## src/rtl/ifid_pkg.sv

```systemverilog
// Shared types and constants for the IF/ID queue.
// The IFID_QUEUE_PERF_EN build adds stall/bubble counters.
package ifid_pkg;

    localparam int          IFID_XLEN  = 32;
    localparam logic [31:0] BUBBLE_INS = 32'hFC00_0000;
    // Used downstream to force the destination register for jal.
    localparam logic [5:0]  OP_JAL     = 6'b000011;

    typedef struct packed {
        logic [IFID_XLEN-1:0] pc;
        logic [IFID_XLEN-1:0] ins;
    } fetch_pkt_t;

    // Decides what the ID slot loads on the next falling edge.
    typedef enum logic [1:0] {
        SLOT_FLUSH  = 2'd0,
        SLOT_HOLD   = 2'd1,
        SLOT_POP    = 2'd2,
        SLOT_BUBBLE = 2'd3
    } slot_sel_t;

endpackage

```

## src/rtl/ifid_ring.sv

```systemverilog
// DEPTH-entry ring buffer holding packed {pc, ins} pairs for the IF/ID queue.
// It updates on the falling clock edge, like the rest of the pipeline.
module ifid_ring #(
    parameter  int WIDTH = 64,
    parameter  int DEPTH = 4,
    localparam int PTR_W = $clog2(DEPTH),
    localparam int CNT_W = PTR_W + 1
) (
    input  logic             clk,
    input  logic             rst_n,
    input  logic             push,
    input  logic             pop,
    input  logic             clear,
    input  logic [WIDTH-1:0] wr_data,
    output logic [WIDTH-1:0] head,
    output logic [CNT_W-1:0] count
);

    logic [WIDTH-1:0] mem_r [DEPTH];
    logic [PTR_W-1:0] wptr_r;
    logic [PTR_W-1:0] rptr_r;
    logic [CNT_W-1:0] count_r;

    // Storage write; contents are deliberately left unreset.
    always_ff @(negedge clk) begin
        if (push) begin
            mem_r[wptr_r] <= wr_data;
        end
    end

    // Pointer and occupancy bookkeeping; clear empties without moving wptr.
    always_ff @(negedge clk or negedge rst_n) begin
        if (!rst_n) begin
            wptr_r  <= {PTR_W{1'b0}};
            rptr_r  <= {PTR_W{1'b0}};
            count_r <= {CNT_W{1'b0}};
        end else if (clear) begin
            rptr_r  <= wptr_r;
            count_r <= {CNT_W{1'b0}};
        end else begin
            if (push) begin
                wptr_r <= wptr_r + {{(PTR_W-1){1'b0}}, 1'b1};
            end
            if (pop) begin
                rptr_r <= rptr_r + {{(PTR_W-1){1'b0}}, 1'b1};
            end
            count_r <= count_r + {{(CNT_W-1){1'b0}}, push} - {{(CNT_W-1){1'b0}}, pop};
        end
    end

    assign head  = mem_r[rptr_r];
    assign count = count_r;

endmodule

```

## src/rtl/ifid_queue.sv

```systemverilog
// IF/ID stage: a fetch queue feeding a registered ID slot with stall hold and flush-to-bubble.
// Optional IFID_QUEUE_PERF_EN adds stall_cnt/bubble_cnt outputs.
module ifid_queue
    import ifid_pkg::*;
#(
    parameter  int              XLEN       = ifid_pkg::IFID_XLEN,
    parameter  int              DEPTH      = 4,
    parameter  logic [XLEN-1:0] BUBBLE_INS = XLEN'(ifid_pkg::BUBBLE_INS),
    localparam int              CNT_W      = $clog2(DEPTH) + 1
) (
    input  logic             clk,
    input  logic             rst_n,
    input  logic             if_valid,
    input  logic [XLEN-1:0]  if_pc,
    input  logic [XLEN-1:0]  if_ins,
    output logic             if_ready,
    input  logic             flush,
    input  logic             stall,
    output logic             id_valid,
    output logic [XLEN-1:0]  id_pc,
    output logic [XLEN-1:0]  id_ins,
    output logic [CNT_W-1:0] count
`ifdef IFID_QUEUE_PERF_EN
    ,
    output logic [31:0]      stall_cnt,
    output logic [31:0]      bubble_cnt
`endif
);

    logic            push_s;
    logic            pop_s;
    logic [2*XLEN-1:0] wr_data_s;
    logic [2*XLEN-1:0] head_s;
    slot_sel_t       slot_sel_s;
    logic            id_valid_r;
    logic [XLEN-1:0] id_pc_r;
    logic [XLEN-1:0] id_ins_r;

    // Full blocks fetch even when a pop frees a slot on the same edge.
    assign if_ready  = (count < CNT_W'(DEPTH));
    assign wr_data_s = {if_pc, if_ins};

    ifid_ring #(
        .WIDTH (2 * XLEN),
        .DEPTH (DEPTH)
    ) u_ring (
        .clk     (clk),
        .rst_n   (rst_n),
        .push    (push_s),
        .pop     (pop_s),
        .clear   (flush),
        .wr_data (wr_data_s),
        .head    (head_s),
        .count   (count)
    );

    // Handshake qualification and ID slot priority: flush > stall > pop > bubble.
    always_comb begin
        push_s     = if_valid && if_ready && !flush;
        pop_s      = 1'b0;
        slot_sel_s = SLOT_BUBBLE;
        if (flush) begin
            slot_sel_s = SLOT_FLUSH;
        end else if (stall) begin
            slot_sel_s = SLOT_HOLD;
        end else if (count != {CNT_W{1'b0}}) begin
            slot_sel_s = SLOT_POP;
            pop_s      = 1'b1;
        end else begin
            slot_sel_s = SLOT_BUBBLE;
        end
    end

    // ID slot register presented to decode.
    always_ff @(negedge clk or negedge rst_n) begin
        if (!rst_n) begin
            id_valid_r <= 1'b0;
            id_pc_r    <= {XLEN{1'b0}};
            id_ins_r   <= BUBBLE_INS;
        end else begin
            case (slot_sel_s)
                SLOT_HOLD: begin
                    id_valid_r <= id_valid_r;
                    id_pc_r    <= id_pc_r;
                    id_ins_r   <= id_ins_r;
                end
                SLOT_POP: begin
                    id_valid_r <= 1'b1;
                    id_pc_r    <= head_s[2*XLEN-1:XLEN];
                    id_ins_r   <= head_s[XLEN-1:0];
                end
                SLOT_FLUSH, SLOT_BUBBLE: begin
                    id_valid_r <= 1'b0;
                    id_pc_r    <= {XLEN{1'b0}};
                    id_ins_r   <= BUBBLE_INS;
                end
                default: begin
                    id_valid_r <= 1'b0;
                    id_pc_r    <= {XLEN{1'b0}};
                    id_ins_r   <= BUBBLE_INS;
                end
            endcase
        end
    end

    assign id_valid = id_valid_r;
    assign id_pc    = id_pc_r;
    assign id_ins   = id_ins_r;

`ifdef IFID_QUEUE_PERF_EN
    logic [31:0] stall_cnt_r;
    logic [31:0] bubble_cnt_r;

    // Hazard statistics; both counters wrap naturally at 2^32.
    always_ff @(negedge clk or negedge rst_n) begin
        if (!rst_n) begin
            stall_cnt_r  <= 32'd0;
            bubble_cnt_r <= 32'd0;
        end else begin
            if (slot_sel_s == SLOT_HOLD) begin
                stall_cnt_r <= stall_cnt_r + 32'd1;
            end
            if ((slot_sel_s == SLOT_FLUSH) || (slot_sel_s == SLOT_BUBBLE)) begin
                bubble_cnt_r <= bubble_cnt_r + 32'd1;
            end
        end
    end

    assign stall_cnt  = stall_cnt_r;
    assign bubble_cnt = bubble_cnt_r;
`endif

endmodule

```

## config.mk

```make
export PLATFORM = sky130hd
export DESIGN_NAME = ifid_queue
export DESIGN_NICKNAME = d
export VERILOG_FILES = /design/src/rtl/ifid_pkg.sv /design/src/rtl/ifid_ring.sv /design/src/rtl/ifid_queue.sv
export SDC_FILE = /design/constraint.sdc
export NUM_CORES = 1
export LEC_CHECK = 0
export CORE_ASPECT_RATIO = 1.4
export CORE_MARGIN = 2
export CORE_UTILIZATION = 56
export DETAILED_ROUTE_END_ITERATION = 10
export PLACE_DENSITY_LB_ADDON = 0.1
export SLEW_MARGIN = 20
export SYNTH_ARGS = -nofsm -noshare
export SYNTH_HDL_FRONTEND = slang
export SYNTH_HIERARCHICAL = 1
export SYNTH_SLANG_ARGS = --single-unit
```

## constraint.sdc

```tcl
create_clock -name clk -period 3.6 [get_ports clk]
set_clock_uncertainty 0.1 [all_clocks]
set_input_delay 0.72 -clock clk [delete_from_list [all_inputs] [get_ports clk]]
set_output_delay 0.72 -clock clk [all_outputs]
set_load 0.03 [all_outputs]
```

==> Word level (Yosys, flattened, before mapping) <==
Memories as Yosys holds them, arrays and structs flattened.
Cells that the tools add are included.
{ "totals": {"ff_bits": 72, "latch_bits": 0, "ram_bits": 256, "mem_bits_ro": 0, "inputBits": 69, "output_inout_bits": 69, "mem_count": 1} }
{ "op_classes": {"add_sub_neg": 4, "multipliers": 0, "n_div": 0, "n_lt_le_gt_ge": 1, "n_eq_ne": 3, "n_shift": 0, "mux": 14, "bitwise": 1, "reduce_logical": 8} }
{ "mem_list": {"columns": ["memory", "depth", "word_bits", "rd", "rd_ports_with_merged_regs", "wr", "line_no", "rtl"], "rows": [
  ["u_ring.mem_r", 4, 64, 1, 0, 1, "ifid_ring.sv:19", "logic [WIDTH-1:0] mem_r [DEPTH];"]
]} }
{ "op_table": {"columns": ["operator", "count"], "rows": [
  ["32-bit case mux with 2 select lines", 2],
  ["2-bit 2-to-1 mux", 4],
  ["1-bit 2-to-1 mux", 6],
  ["2-bit by 1-bit adder with 2-bit output (second input constant)", 2],
  ["2-bit equality test (second input constant)", 2],
  ["3-bit by 1-bit adder with 3-bit output", 1],
  ["3-bit less-than comparator (second input constant)", 1],
  ["3-bit 2-to-1 mux", 1],
  ["3-bit nonzero test", 1],
  ["3-bit by 1-bit subtractor with 3-bit output", 1],
  ["2-bit by 1-bit equality test with 1-bit output (second input constant)", 1],
  ["1-bit logical AND", 2],
  ["2-bit zero test", 1],
  ["1-bit case mux with 2 select lines", 1],
  ["2-bit AND reduction", 1],
  ["2-bit nonzero test", 1],
  ["2-bit OR reduction", 1],
  ["1-bit zero test", 1],
  ["1-bit inverter", 1]
]} }

==> Longest topological paths before layout <==
{ "depth": {"ltp_word": 7, "ltp_mapped": 10, "ltp_nobuf": 9} }

==> By module <==
The synthesis kept the hierarchy.
{ "by_module_without_submodules": {"columns": ["module", "n_inst", "cells_per_inst", "area_per_inst_um2"], "rows": [
  ["ifid_ring", 1, 373, 9700.6],
  ["ifid_queue", 1, 161, 2441.1]
]} }

==> results.md <==
- # IOs: ~140
- Share of cells above drive strength 1: 27.16%
- Crit-path cells: buf_6
- PortBufs: 137
- GRT Overall Usage: 24.09%
- Post-Syn Instances: 534
- Die area: roughly 0.023 mm2
- Yosys cell types: 31
- Final WS setup: -265.7 ps
- Clock-pin slew on the worst setup and hold paths: 50 ps
- Synth Flop Type: edfxtp_1
- Worst Tran Pin Value: a little under 1000 ps
- Routed via count: 7086
- Synth async-reset ratio: 21.95%
- Mapped Area: 0.01214 mm2
- Placed cell count: between 900 and 1000
- Final core occ: approximately 80%
- Worst hold margin: 361.3 ps
- Worst path required time: 2780 ps
- Hold/Removal Path Class: reg -> reg
- DRC: 0
- Register area share after synthesis: about four fifths
- Vias in the first global route: 7768
- Syn. warnings: 6
- Maximum capacitance violations: 0
- Starting Density: 57.26%
- H-tree Lvls: 1
- Violated checks: negative setup slack
- CTS tree: yes
- Synth top area share: between 60% and 70%
- Non-filler instance count after layout: 1281
- Root buffer selected by CTS: clkbuf_16
- Cell row count: 63
- Area grow syn2layout: 36.89%
- RSZ-0062 raised after global routing: yes
- Mapped Avg Cell Area: roughly 23 um2
- Status: finished with violations
- Chip width: 128.4 um
- Flops & latches, synth: between 300 and 400
- Crit start category: flip-flop
- Yosys top cell by area: edfxtp_1
- Core box area: 0.02120 mm2
- Top Family by Delay on Critical Path: flip-flops
- First-pass GRT wire length: 41590 um
- Post-synth EDFFs: 256
- Mean number of vias per cell: between 5 and 6
- Final hold violation count: 0
- Total CTS buffers: 30
- Synth area leaders: edfxtp_1 (63%), dfrtn_1 (14%), mux4_2 (12%)
- Wire length per cell: 20.28 um
- Most common cell in the synthesized netlist: edfxtp_1
- Slowest Stage Delay on Critical Path: 530 ps
- Cell Pwr Density: 746.7 mW/mm2
- Mapped Nets: approximately 600
- GR Overflow Total: 0
- Starting DRT DRC Count: 382
- Crit end category: primary output
- Critical path type: reg -> out
- Fin. max-slew vios: 0
- Final RePlAce weighted congestion: 0.7402
- Leak: 6.997 nW
- Peak supply drop: 0.5284 mV
- Final setup violation count: 71
- Antenna violations before repair: 1
- Fillers: ~1200
- Drt pass-1 iters: 4
- Crit-path max FO: 2
- Die extent in y: 178.2 um
- Slowest-stage cell, CP: dfstp_2
- WP data arrival: just over 3000 ps
- Largest net degree at the start of global routing: 67
- Final WL: between 20000 and 30000 um
- Clock Latency Late Sink: 610 ps
- HPWL after DPL: ~15000 um
- CTS Buffer Depth: 3
- Antenna viol nets, final: 0
- Relative slew slack: 33.71%
- Commonest cells in the netlist: edfxtp_1 (256), dfrtn_1 (66), mux4_2 (64), a32o_1 (58), buf_2 (16)
- Worst Path Buf+Inv: 1
- Clock Sink Count: 328
- Fin nets: 1072
where the power goes:
| part | internal, mW | switching (mW) | total, mW |
|---|---|---|---|
| clock | 2.44 | 2.11 | 4.55 |
| sequential | 4.63 | 0.216 | 4.84 |
| combinational | 1.48 | 1.54 | 3.02 |
registers in the layout, indices dropped and copies added, names as in the netlist:
signal and count:
id_ins 32, id_pc 32, u_ring/wptr_r 2, u_ring/mem_r 256
u_ring/count 3, id_valid 1, u_ring/rptr_r 2
cell families (layout without fill, tap and decap cells):
| family | Yosys count | after routing | synth area share, % |
|---|---|---|---|
| flip-flops | 328 | 328 | 78.22 |
| AO/OA/AOI/OAI | 67 | 67 | 5.472 |
| multiplexers | 65 | 65 | 11.96 |
| buffers and inverters | 44 | 530 | 2.298 |
| AND/OR/NAND/NOR | 20 | 20 | 0.9378 |
| adder cells (fa/ha/maj) | 7 | 7 | 0.7832 |
| XOR/XNOR | 3 | 3 | 0.3298 |
| other | 0 | 1 | 0 |
layer usage:
| layer | global-route usage (%) | wire length, um | vias up |
|---|---|---|---|
| met1 | 29.97 | 9934 | 3623 |
| met2 | 42.91 | 13970 | 224 |
| met5 | 0 | 0 | - |
| met4 | 7.509 | 577 | 0 |
| li1 | - | - | 3195 |
| met3 | 4.649 | 1504 | 44 |
cell type report:
type / instances / area, um2 / share of cell area, %
Antenna cell: 1 / 2.502 / 0.01506
Clock buffer: 39 / 900.9 / 5.420
Clock inverter: 279 / 1179 / 7.091
Inverter: 6 / 22.52 / 0.1355
Multi-Input combinational cell: 162 / 2435 / 14.65
Sequential cell: 328 / 9497 / 57.14
Tap cell: 260 / 325.3 / 1.957
Timing Repair Buffer: 206 / 2260 / 13.60
cells in the final DEF, fill, tap and decap left out, drive strengths merged, types with 39 or more instances in the layout:
cell           instances
clkdlybuf4s50         64
dfrtn                 66
inv                  272
clkbuf                39
edfxtp               256
mux4                  64
a32o                  58
buf                  142
what timing repair did:
| item | CTS | global route |
|---|---|---|
| gates resized for setup | 80 | 0 |
| setup endpoints to repair | 304 | 71 |
| hold buffers | 0 | 0 |
| buffers inserted | 22 | 14 |
| pin swaps | 6 | 1 |
per-stage QoR:
step / setup TNS [ps] / instance area (um2) / power, mW / worst slack [ps]
2_1_floorplan: -78250 / 12200 / 7.270 / -648.3
3_3_place_gp: -189790 / 14030 / 8.050 / -1032
3_5_place_dp: -198320 / 14030 / 8.136 / -1104
4_1_cts: -12000 / 16510 / 12.51 / -292.9
5_1_grt: -13160 / 16620 / 13.13 / -307.7
6_report: -10910 / 16620 / 12.41 / -265.7
worst paths after layout:
path | from | to | slack, ps | cells past startpoint
max | id_ins[31] | id_ins[31] | -270 | 1
min | id_ins[3] | id_ins[3] | 360 | 1
max reg2reg | u_ring/count[0] | u_ring/count[2] | 1270 | 12
min reg2reg | id_ins[3] | id_ins[3] | 360 | 1
max in group asynchronous | rst_n | id_ins[28] | 1310 | 2
min in group asynchronous | rst_n | id_ins[0] | 1740 | 2
(Power assumes the default switching activity.)
==> RTL edit, RTL diff (same flow settings) <==
Add a define of `IFID_QUEUE_PERF_EN`.
--- a/src/rtl/ifid_queue.sv
+++ b/src/rtl/ifid_queue.sv
@@ -1,4 +1,6 @@
 // IF/ID stage: a fetch queue feeding a registered ID slot with stall hold and flush-to-bubble.
 // Optional IFID_QUEUE_PERF_EN adds stall_cnt/bubble_cnt outputs.
+`define IFID_QUEUE_PERF_EN
+
 module ifid_queue
     import ifid_pkg::*;
Check against the original RTL (old outputs only; new: bubble_cnt and stall_cnt): equivalent (equiv_simple and equiv_induct, registers matched by name and starting in step).
==> RTL edit against the original RTL <==
- the flow still finishes with violations (setup timing)
- synthesized cell count up 49%
- routed wire length up 35%
- global-route usage up 1.2 points
- final cell count up 40%
- critical path depth unchanged
- sequential cell count up 64
- synthesized area up 23%
- setup slack worse by 0.013 ns
- design area up 29%
- power up 18%
==> RTL edit: results (changes against the original RTL) <==
[drt]
vias=9606  ; +36%
routed_wl_um=35080  ; +35%
wl_per_cell_um=19.50  ; -3.9%
drt_iter0_markers=423  ; +11%

[setup_path]
cpPeakStageDelay_ns=0.55  ; +0.02 ns

[synth]
synth_compound_area_share_pct=3.981  ; -1.5 points
synth_fp_nets=875  ; +43%
yosys-top-cells-area=edfxtp_1, dfrtn_1, mux4_2, a22o_1, xnor2_1
synth.area.mux_share_pct=9.689  ; -2.3 points
synth-xor-area-share_pct=3.889  ; +3.6 points
synth-adder-area-share_pct=0.8011  ; +0.018 points
yosysSeqAreaShare_pct=74.02  ; -4.2 points
async_flop_share_pct=34.69  ; +13 points
yosys-top-cells-count=edfxtp_1, dfrtn_1, mux4_2
synth_seq_cells=392  ; +20%
syn_area_per_cell_um2=18.81  ; -17%
synth_cell_types=43  ; +39%

[grt]
grt_max_degree=44  ; -34%
use_met3_pct=4.873  ; +0.22 points
gr-usage-met1_pct=30.84  ; +0.87 points
met2_usage_pct=45.32  ; +2.4 points
grt_pass1_wl_um=54300  ; +31%
antenna_found_initial=2  ; +1
track_usage_pct=25.32  ; +1.2 points

[final_layout]
clk_share_pct=10.70  ; -1.8 points
seq_share_pct=51.70  ; -5.4 points
inverters=10  ; +4
buffers=381  ; +85%
diodes=2  ; +1
nNetsFinal=1521  ; +42%
multi_input_area_um2=3794  ; +56%
num-multi-input-gates=358  ; +120%
layout.nonclk_buf_share_pct=17.82  ; +4.2 points
num-clock-buffers=48  ; +23%
fillers=1358  ; +18%

[clock_tree]
h-tree-depth=2  ; +1
cts_resized=141  ; +76%
numCtsBuffers=38  ; +27%
postCtsSetupBuffers=78  ; +250%

[run_status]
violations=setup timing
status=complete, but fails checks

[place]
gp_congestion=0.7736  ; +4.5%
portBuffers=201  ; +47%
dp_cells=1351  ; +46%
hpwl_um=19640  ; +33%

[power_and_ir_drop]
ir_drop_mv=0.6273  ; +19%
p_total_w=0.01468  ; +18%
pg_clk_w=0.00532  ; +17%
swShare_pct=31.08  ; about the same
p_seq_w=0.00572  ; +18%

[timing]
tns_ns=-19.36  ; -8.456 ns
setup_viol=135  ; +90%
worst-slew-pin-transition_ns=0.7727  ; -0.2215 ns
setup_slack_ns=-0.2791  ; -0.01345 ns

==> RTL edit: changes by cell type in the layout (fill, tap and decap cells not counted), sizes merged, moves of 15 or more <==
cell	delta
dfrtn	+64
nor4	+15
nand3	+16
buf	+174
nand2	+33
nor3	+16
xnor2	+31
nand4	+23
a22o	+57
xor2	+31
a32o	-58
==> RTL edit: path summary, 6_finish.rpt <==
path / start / endpoint / slack (ns) / cells past startpoint
max: id_ins[28]$_DFFE_NN1P_ / id_ins[28] / -0.28 / 1
max reg2reg: bubble_cnt[4]$_DFFE_NN0P_ / bubble_cnt[15]$_DFFE_NN0P_ / 1.22 / 6
max in group asynchronous: rst_n / id_pc[11]$_DFFE_NN0P_ / 1.17 / 2
min: id_pc[23]$_DFFE_NN0P_ / id_pc[23]$_DFFE_NN0P_ / 0.38 / 1
min reg2reg: id_pc[23]$_DFFE_NN0P_ / id_pc[23]$_DFFE_NN0P_ / 0.38 / 1
min in group asynchronous: rst_n / bubble_cnt[20]$_DFFE_NN0P_ / 1.67 / 1
==> RTL edit: routing by layer <==
layer | share of wire [%] | vias to the layer above | routed length, um
met1 | 38 | 4809 | 13280
met3 | 5.6 | 62 | 1955
met4 | 2.4 | 0 | 856
met2 | 54 | 295 | 18990
met5 | 0 | - | 0
li1 | - | 4440 | -
==> RTL edit: stage by stage <==
| step | setup slack (ns) | cell area [um^2] | util (%) |
|---|---|---|---|
| floorplan | -0.9249 | 15140 | - |
| global placement | -1.104 | 17760 | 67.81 |
| detailed placement | -1.123 | 17760 | 67.81 |
| CTS | -0.3039 | 21130 | 80.68 |
| global route | -0.3121 | 21470 | 81.97 |
| finish | -0.2791 | 21470 | 81.97 |
